===== src/rtl/wb_arb_pkg.sv =====
// Shared types for the two-master Wishbone arbiter that sits in front of the SRAM wrapper.
package wb_arb_pkg;

  typedef enum logic [1:0] {
    ST_IDLE,
    ST_GRANT,
    ST_DRAIN
  } arb_state_t;

  typedef enum logic {
    GNT_M0,
    GNT_M1
  } gnt_t;

  // Width of the GRANT-cycle timeout counter; bounds TIMEOUT_CYCLES to 255.
  localparam int CNT_W = 8;

  // The master that is not g; used for round-robin tie breaking.
  function automatic gnt_t other_gnt(input gnt_t g);
    return (g == GNT_M0) ? GNT_M1 : GNT_M0;
  endfunction

endpackage


===== src/rtl/rr_pick2.sv =====
// Combinational 2-way round-robin picker: a sole requester always wins, and a tie
// goes to whichever master did not win last time.
module rr_pick2
  import wb_arb_pkg::*;
(
  input  logic [1:0] req_i,
  input  gnt_t       last_gnt_i,
  output gnt_t       gnt_o,
  output logic       valid_o
);

  // Pick the winner; gnt_o is only meaningful when valid_o is high.
  always_comb begin
    valid_o = |req_i;
    gnt_o   = GNT_M0;
    if (req_i == 2'b11) begin
      gnt_o = other_gnt(last_gnt_i);
    end else if (req_i[1]) begin
      gnt_o = GNT_M1;
    end
  end

endmodule


===== src/rtl/wb_sram_arbiter.sv =====
// Two-master Wishbone arbiter merging instruction fetch (m0) and data (m1) onto the
// single SRAM slave port. One single-beat transfer is granted at a time, every grant is
// followed by at least one non-GRANT cycle, and a silent slave is answered with err.
module wb_sram_arbiter
  import wb_arb_pkg::*;
#(
  parameter int unsigned TIMEOUT_CYCLES = 15
) (
  input  logic        clk_i,
  input  logic        rst_i,

  input  logic        m0_cyc_i,
  input  logic        m0_stb_i,
  input  logic        m0_we_i,
  input  logic [31:0] m0_adr_i,
  input  logic [31:0] m0_dat_i,
  input  logic [3:0]  m0_sel_i,
  output logic [31:0] m0_dat_o,
  output logic        m0_ack_o,
  output logic        m0_err_o,

  input  logic        m1_cyc_i,
  input  logic        m1_stb_i,
  input  logic        m1_we_i,
  input  logic [31:0] m1_adr_i,
  input  logic [31:0] m1_dat_i,
  input  logic [3:0]  m1_sel_i,
  output logic [31:0] m1_dat_o,
  output logic        m1_ack_o,
  output logic        m1_err_o,

  output logic        s_cyc_o,
  output logic        s_stb_o,
  output logic        s_we_o,
  output logic [31:0] s_adr_o,
  output logic [31:0] s_dat_o,
  output logic [3:0]  s_sel_o,
  input  logic [31:0] s_dat_i,
  input  logic        s_ack_i
);

  // Counter value in the last GRANT cycle that may still see an ack before err fires.
  localparam logic [CNT_W-1:0] TIMEOUT_LAST = CNT_W'(TIMEOUT_CYCLES - 1);

  arb_state_t       state_q, state_d;
  gnt_t             gnt_q, gnt_d;
  gnt_t             last_gnt_q, last_gnt_d;
  logic [CNT_W-1:0] cnt_q, cnt_d;
  logic [31:0]      adr_q, adr_d;
  logic [31:0]      dat_q, dat_d;

  logic [1:0]       req;
  gnt_t             pick_gnt;
  logic             pick_valid;

  logic             mux_cyc;
  logic             mux_we;
  logic [31:0]      mux_adr;
  logic [31:0]      mux_dat;
  logic [3:0]       mux_sel;

  logic             in_grant;
  logic             ack_hit;
  logic             abort_hit;
  logic             timeout_hit;

  assign req = {m1_cyc_i & m1_stb_i, m0_cyc_i & m0_stb_i};

  rr_pick2 u_pick (
    .req_i      (req),
    .last_gnt_i (last_gnt_q),
    .gnt_o      (pick_gnt),
    .valid_o    (pick_valid)
  );

  // Select the bus signals of the currently granted master.
  always_comb begin
    mux_cyc = m0_cyc_i;
    mux_we  = m0_we_i;
    mux_adr = m0_adr_i;
    mux_dat = m0_dat_i;
    mux_sel = m0_sel_i;
    if (gnt_q == GNT_M1) begin
      mux_cyc = m1_cyc_i;
      mux_we  = m1_we_i;
      mux_adr = m1_adr_i;
      mux_dat = m1_dat_i;
      mux_sel = m1_sel_i;
    end
  end

  // Classify the current GRANT cycle; ack beats abort, and abort beats timeout.
  always_comb begin
    in_grant    = (state_q == ST_GRANT);
    ack_hit     = in_grant & s_ack_i;
    abort_hit   = in_grant & ~s_ack_i & ~mux_cyc;
    timeout_hit = in_grant & ~s_ack_i & mux_cyc & (cnt_q == TIMEOUT_LAST);
  end

  // Next-state logic: arbitration in IDLE, completion/abort/timeout in GRANT, one dead cycle in DRAIN.
  always_comb begin
    state_d    = state_q;
    gnt_d      = gnt_q;
    last_gnt_d = last_gnt_q;
    cnt_d      = cnt_q;
    adr_d      = adr_q;
    dat_d      = dat_q;
    case (state_q)
      ST_IDLE: begin
        if (pick_valid) begin
          state_d    = ST_GRANT;
          gnt_d      = pick_gnt;
          last_gnt_d = pick_gnt;
          cnt_d      = '0;
        end
      end
      ST_GRANT: begin
        adr_d = mux_adr;
        dat_d = mux_dat;
        if (cnt_q != '1) begin
          cnt_d = cnt_q + 1'b1;
        end
        if (ack_hit) begin
          state_d = ST_IDLE;
        end else if (abort_hit || timeout_hit) begin
          state_d = ST_DRAIN;
        end
      end
      ST_DRAIN: begin
        state_d = ST_IDLE;
      end
      default: begin
        state_d = ST_IDLE;
      end
    endcase
  end

  // State, grant bookkeeping, timeout counter and held slave address/data.
  always_ff @(posedge clk_i or posedge rst_i) begin
    if (rst_i) begin
      state_q    <= ST_IDLE;
      gnt_q      <= GNT_M0;
      last_gnt_q <= GNT_M1;
      cnt_q      <= '0;
      adr_q      <= '0;
      dat_q      <= '0;
    end else begin
      state_q    <= state_d;
      gnt_q      <= gnt_d;
      last_gnt_q <= last_gnt_d;
      cnt_q      <= cnt_d;
      adr_q      <= adr_d;
      dat_q      <= dat_d;
    end
  end

  // Slave side: live mux during GRANT, idle strobes and held address/data otherwise.
  always_comb begin
    s_cyc_o = in_grant;
    s_stb_o = in_grant;
    s_we_o  = in_grant & mux_we;
    s_sel_o = in_grant ? mux_sel : 4'b0000;
    s_adr_o = in_grant ? mux_adr : adr_q;
    s_dat_o = in_grant ? mux_dat : dat_q;
  end

  // Master side: read data is broadcast, ack/err steered only to the granted master.
  always_comb begin
    m0_dat_o = s_dat_i;
    m1_dat_o = s_dat_i;
    m0_ack_o = ack_hit & (gnt_q == GNT_M0);
    m1_ack_o = ack_hit & (gnt_q == GNT_M1);
    m0_err_o = timeout_hit & (gnt_q == GNT_M0);
    m1_err_o = timeout_hit & (gnt_q == GNT_M1);
  end

endmodule


===== config.mk =====
export PLATFORM = sky130hd
export DESIGN_NAME = wb_sram_arbiter
export DESIGN_NICKNAME = d
export VERILOG_FILES = /design/src/rtl/wb_arb_pkg.sv /design/src/rtl/rr_pick2.sv /design/src/rtl/wb_sram_arbiter.sv
export SDC_FILE = /design/constraint.sdc
export NUM_CORES = 1
export LEC_CHECK = 0
export BUFFER_PORTS_ARGS = -buffer_cell sky130_fd_sc_hd__buf_2
export CELL_PAD_IN_SITES_DETAIL_PLACEMENT = 0
export CELL_PAD_IN_SITES_GLOBAL_PLACEMENT = 2
export CORE_MARGIN = 1.5
export CORE_UTILIZATION = 23
export DETAILED_ROUTE_END_ITERATION = 8
export GPL_ROUTABILITY_DRIVEN = 0
export PLACE_DENSITY = 0.95
export SLEW_MARGIN = 10
export SYNTH_ARGS = -nofsm -noshare
export SYNTH_HDL_FRONTEND = slang
export SYNTH_SLANG_ARGS = --single-unit

===== constraint.sdc =====
create_clock -name clk_i -period 3.2 [get_ports clk_i]
set_clock_uncertainty 0.05 [all_clocks]
set_input_delay 0.32 -clock clk_i [delete_from_list [all_inputs] [get_ports clk_i]]
set_output_delay 0.32 -clock clk_i [all_outputs]
set_load 0.005 [all_outputs]

Word-level counts from Yosys, hierarchy flattened

Index checks and enable logic that the tools add are counted.

Flip-flop bits (word level): 76
Word-level logic and storage cells: 54
Output and inout port bits: 139
Input port bits: 177

Eq/ne operators: 7
Reductions and logical operators: 7
Add/subtract/negate cells: 1
Bitwise gates (word level): 15
Muxes and demuxes: 18

Operators with widths:

| kind                | count |
|---|---|
| $mux 32             | 4 |
| $mux 8              | 2 |
| $pmux 8 s2          | 1 |
| $and 1x1->1         | 12 |
| $add 8x1->8 const B | 1 |
| $eq 8x4->1 const B  | 1 |
| $mux 4              | 2 |
| $ne 8x8->1 const B  | 1 |
| $mux 2              | 3 |
| $mux 1              | 5 |
| $pmux 2 s2          | 1 |
| $reduce_and 2->1    | 2 |
| $ne 3x1->1 const B  | 1 |
| $not 1->1           | 3 |
| $reduce_and 3->1    | 1 |
| $eq 2x1->1 const B  | 1 |
| $eq 2x2->1 const B  | 1 |
| $logic_not 2->1     | 1 |
| $ne 2x1->1 const B  | 1 |
| $ne 2x2->1 const B  | 1 |
| $reduce_bool 2->1   | 1 |
| $reduce_or 2->1     | 1 |
| $logic_or 1x1->1    | 1 |

Longest topological paths before layout

Word-level depth: 8
Depth in mapped cells: 7
Depth with buffers taken out: 6

Modules after synthesis

A second synthesis with hierarchy kept.

Cell total of the unflattened synthesis: 433
Area, all modules: 4185.3 um2

By module, submodules not included:

| module          | area each (um2) | cells an instance | instances | seq. area each (um2) |
|---|---|---|---|---|
| wb_sram_arbiter | 4171.5          | 431               | 1         | 1903.1 |
| rr_pick2        | 13.8            | 2                 | 1         | 0.0 |

Worst setup path after synthesis

Ideal clock, no wire load.

Path type: register to register
Start point: register cnt_q[0]
End point: register cnt_q[6]
Cell stages (with the launch flop): 7
Path slack: 1540 ps
Path buffers: 1
Period minus slack after synthesis: 1660 ps
Arrival: 1483 ps
Required time: 3023 ps
Setup time: 127 ps
Cells stage by stage: dfrtp_1 ha_1 and3_4 buf_6 a311o_4 o21ai_2 o41ai_1

Word-level cells in the longest chain between the ends: 3
Elaborated cells between the ends (all ways): 6
Those cells by class: add/sub (1); eq/ne (2); mux (2); reduce/logical (1)

Ends and longest elaborated chain:

| item                                           | RTL line                                       | text |
|---|---|---|
| start: declaration                             | wb_sram_arbiter.sv:48                          | `logic [CNT_W-1:0] cnt_q, cnt_d;` |
| start signal: assignment                       | wb_sram_arbiter.sv:151                         | `cnt_q <= cnt_d;` |
| $add 8x1->8 or $ne 8x8->1 (tied branches)      | wb_sram_arbiter.sv:121, wb_sram_arbiter.sv:120 |  |
| $mux 8 or $ne 2x1->1 (tied branches)           | -                                              |  |
| $pmux 8 s2 or $reduce_and 3->1 (tied branches) | -                                              |  |

Several ways; a longest one is shown, not always the timed one. The select of a mux whose other input is x is not followed.
A chain may end at the register's enable or synchronous reset.

Worst setup path in the final report

Start point: register state_q[0]
End point: output s_adr_o[28]

Word-level cells in the longest chain between the ends: 2

Ends and longest elaborated chain:

| item                     | RTL line               | text |
|---|---|---|
| start: declaration       | wb_sram_arbiter.sv:45  | `arb_state_t state_q, state_d;` |
| start signal: assignment | wb_sram_arbiter.sv:148 | `state_q <= state_d;` |
| $eq 2x1->1               | wb_sram_arbiter.sv:94  | `in_grant = (state_q == ST_GRANT);` |
| $mux 32                  | wb_sram_arbiter.sv:163 | `s_adr_o = in_grant ? mux_adr : adr_q;` |
| end: declaration         | wb_sram_arbiter.sv:35  | `output logic [31:0] s_adr_o,` |

No other way between the ends.

==> reports/metrics.cfg <==
[timing]
tightestPinTransition_ns=0.819
hold_viol_final=0
rsz0062_at_grt=no
min_period_over_period=0.793
fmax_mhz=394
slew_headroom=0.453
period_minus_slack_ns=2.54
setup_viol=0
fin_tns_setup_ns=0
drv_slew=0
worst_hold_slack_ns=0.0692

[clocking]
h-tree-depth=3
clk_path_buf_depth=2
numCtsBuffers=9
clock_sinks=76
cts_setup_buffers=0
ctsHoldBuffers=0
path_clk_slew_ns=0.06
clkLatencyLatePin_ns=0.33
ctsResizeCount=0
cts_tree=built
cts_root_buffer=clkbuf_16

[critical_path]
path_max_fanout=80
worstReg2RegStart=state_q[0]$_DFFE_PP0P_
r2r_end=cnt_q[3]$_DFFE_PP0P_
reg2reg_slack_ns=1.27
r2r_cells=5
crit_path_end_kind=output pin
cp_cell_sequence=nand2b_4 -> buf_12 -> o21ai_0 -> buf_2
critPathKind=reg2out
slowest_delay_ns=0.52
cp_slowest_cell=dfrtp_1
start_kind=flip-flop
cp.arrival_ns=2.17
cp.required_ns=2.83

[job]
drv_cap=0

[route]
antenna_left=0
drtIter0Drc=111
via_per_inst=4.20
wl_per_cell_um=12.5
wl_um=10200
dr.pass1.iters=4
drc=0
vias=3418

[logic_synthesis]
yosys-top-cells-area=dfrtp_1 (44%), mux2i_1 (17%), buf_4 (13%)
synth_edf_count=0
yosysTopAreaCell=dfrtp_1
avgSynthCellArea_um2=9.71
synth_cells=437
async_flop_share=1.00
yosys-top-cells-count=dfrtp_1 (75), nand2_1 (72), buf_4 (71), mux2i_1 (71), o21ai_0 (57)
yosys_warnings=0
synth_seq_cells=76
syn_nets=616
synth_cell_types=41
yosys_most_used_dff=dfrtp_1
synthMostInstantiatedCell=dfrtp_1
syn_area_um2=4250
seq_area_frac_synth=0.448
synth.top_cell.area_share=0.442

[die]
rows=49
die_h_um=139
pin_count=316
core-area_um2=18000
start_util=0.236
die_w_um=139
die-area_um2=19300

[global_route]
met3_usage=0.0297
grtUsageMet1=0.125
grt_util_all_layers=0.104
top_usage_layer=met2
grt_max_degree=81
grt_antenna_before_repair=0
use_met2=0.169
grt_pass1_vias=3188
grt_pass1_wl_um=16000
grt-ovfl-total=0

[power_and_ir_drop]
fin_total_pwr_mw=4.49
clock_power_share=0.273
cellLeakagePower_nw=2.89
ir_worst_vdd_mv=0.285
combinationalPowerShare=0.363
p_sw_mw=1.48
internal-power_mw=3.02
p_seq_frac=0.364
powerDensity_nw_per_um2=830
sw_frac_of_total=0.329

[place]
hpwl_um=7620
dp_cells=798
io_buffers=219
dpl_cell_area_um2=5060

[cells_and_area]
nets=759
fin_cells=813
finalInstanceArea_um2=5420
antenna_cells=0
drive_gt1_frac=0.430
area_growth_pct=27.6

[hold_path]
hold_path_class=in2async

[status]
outcome=finished clean

cells by family after synthesis:
kind of cell	count (synthesis)	synth area share
and+or+nand+nor	104	0.107
buffers and inverters	98	0.156
AOI/OAI and AO/OA	85	0.112
DFF	76	0.448
muxes	72	0.170
adders and majority gates	2	0.00589
critical path: cells and delay by family (launching register included):
family                 cells  cell delay (ns)
buffers and inverters      2             0.51
DFF                        1             0.52
AOI/OAI and AO/OA          1             0.33
and+or+nand+nor            1             0.39
power by group through the flow:
stage	Combinational [mW]	Clock, mW	Sequential (mW)
6_report	1.63	1.23	1.64
3_3_place_gp	1.65	0	1.65
2_1_floorplan	1.15	0	1.51
3_5_place_dp	1.66	0	1.66
5_1_grt	1.84	1.31	1.69
4_1_cts	1.67	1.28	1.64
per-stage QoR:
| stage | worst slack [ns] | util |
|---|---|---|
| after floorplan | 0.893 | - |
| after global placement | 1.02 | 0.281 |
| after detailed placement | 1.01 | 0.281 |
| after CTS | 0.629 | 0.300 |
| after global routing | 0.463 | 0.300 |
| final | 0.662 | 0.300 |
sequential cells by signal (all words and copies together), names as in the netlist:
name,cells
dat_q,32
gnt_q,1
state_q,2
adr_q,32
last_gnt_q,1
cnt_q,8
layout by cell type, fill, tap and decap left out, types with 2 or more instances in the layout:
master     netlist  final
buf_2           11    219
dfrtp_1         75     74
nand2_1         72     72
mux2i_1         71     71
o21ai_0         57     57
o21ai_1         12     12
nor2_1          11     11
clkbuf_16        0      9
inv_1            5      4
nand4_1          4      4
bufinv_16        0      4
a31oi_1          3      3
and3_1           3      3
nand3_1          3      3
buf_4           71      3
nor3_1           2      2
clkinv_2         0      2
a21oi_1          2      2
ha_1             2      2
buf_12           0      2
final cells by class:
class,count,area [um^2]
clock buffers,10,229
clock inverters,5,125
fillers,1935,12600
inverters,6,23.8
multi-input cells,263,1690
flip-flops and latches,76,1910
well taps,229,287
repair buffers,224,1160
worst max path at each step:
stage                      startpoint                  to  slack [ns]  cells past startpoint
2_1_floorplan                   rst_i  adr_q[0]$_DFF_PP0_        0.89                      1
3_3_place_gp        gnt_q$_DFFE_PP0P_          s_dat_o[7]        1.02                      4
3_5_place_dp        gnt_q$_DFFE_PP0P_         s_adr_o[17]        1.01                      4
4_1_cts        state_q[1]$_DFFE_PP0P_         s_adr_o[28]        0.63                      5
5_1_grt        state_q[1]$_DFFE_PP0P_         s_adr_o[21]        0.46                      5
6_report       state_q[0]$_DFFE_PP0P_         s_adr_o[28]        0.66                      4
routing by layer:
metal | routed length (um) | share of wire
met1 | 4370 | 0.43
met2 | 4780 | 0.47
met3 | 845 | 0.083
met4 | 193 | 0.019
met5 | 0 | 0
Power figures use the tool's default switching activity.
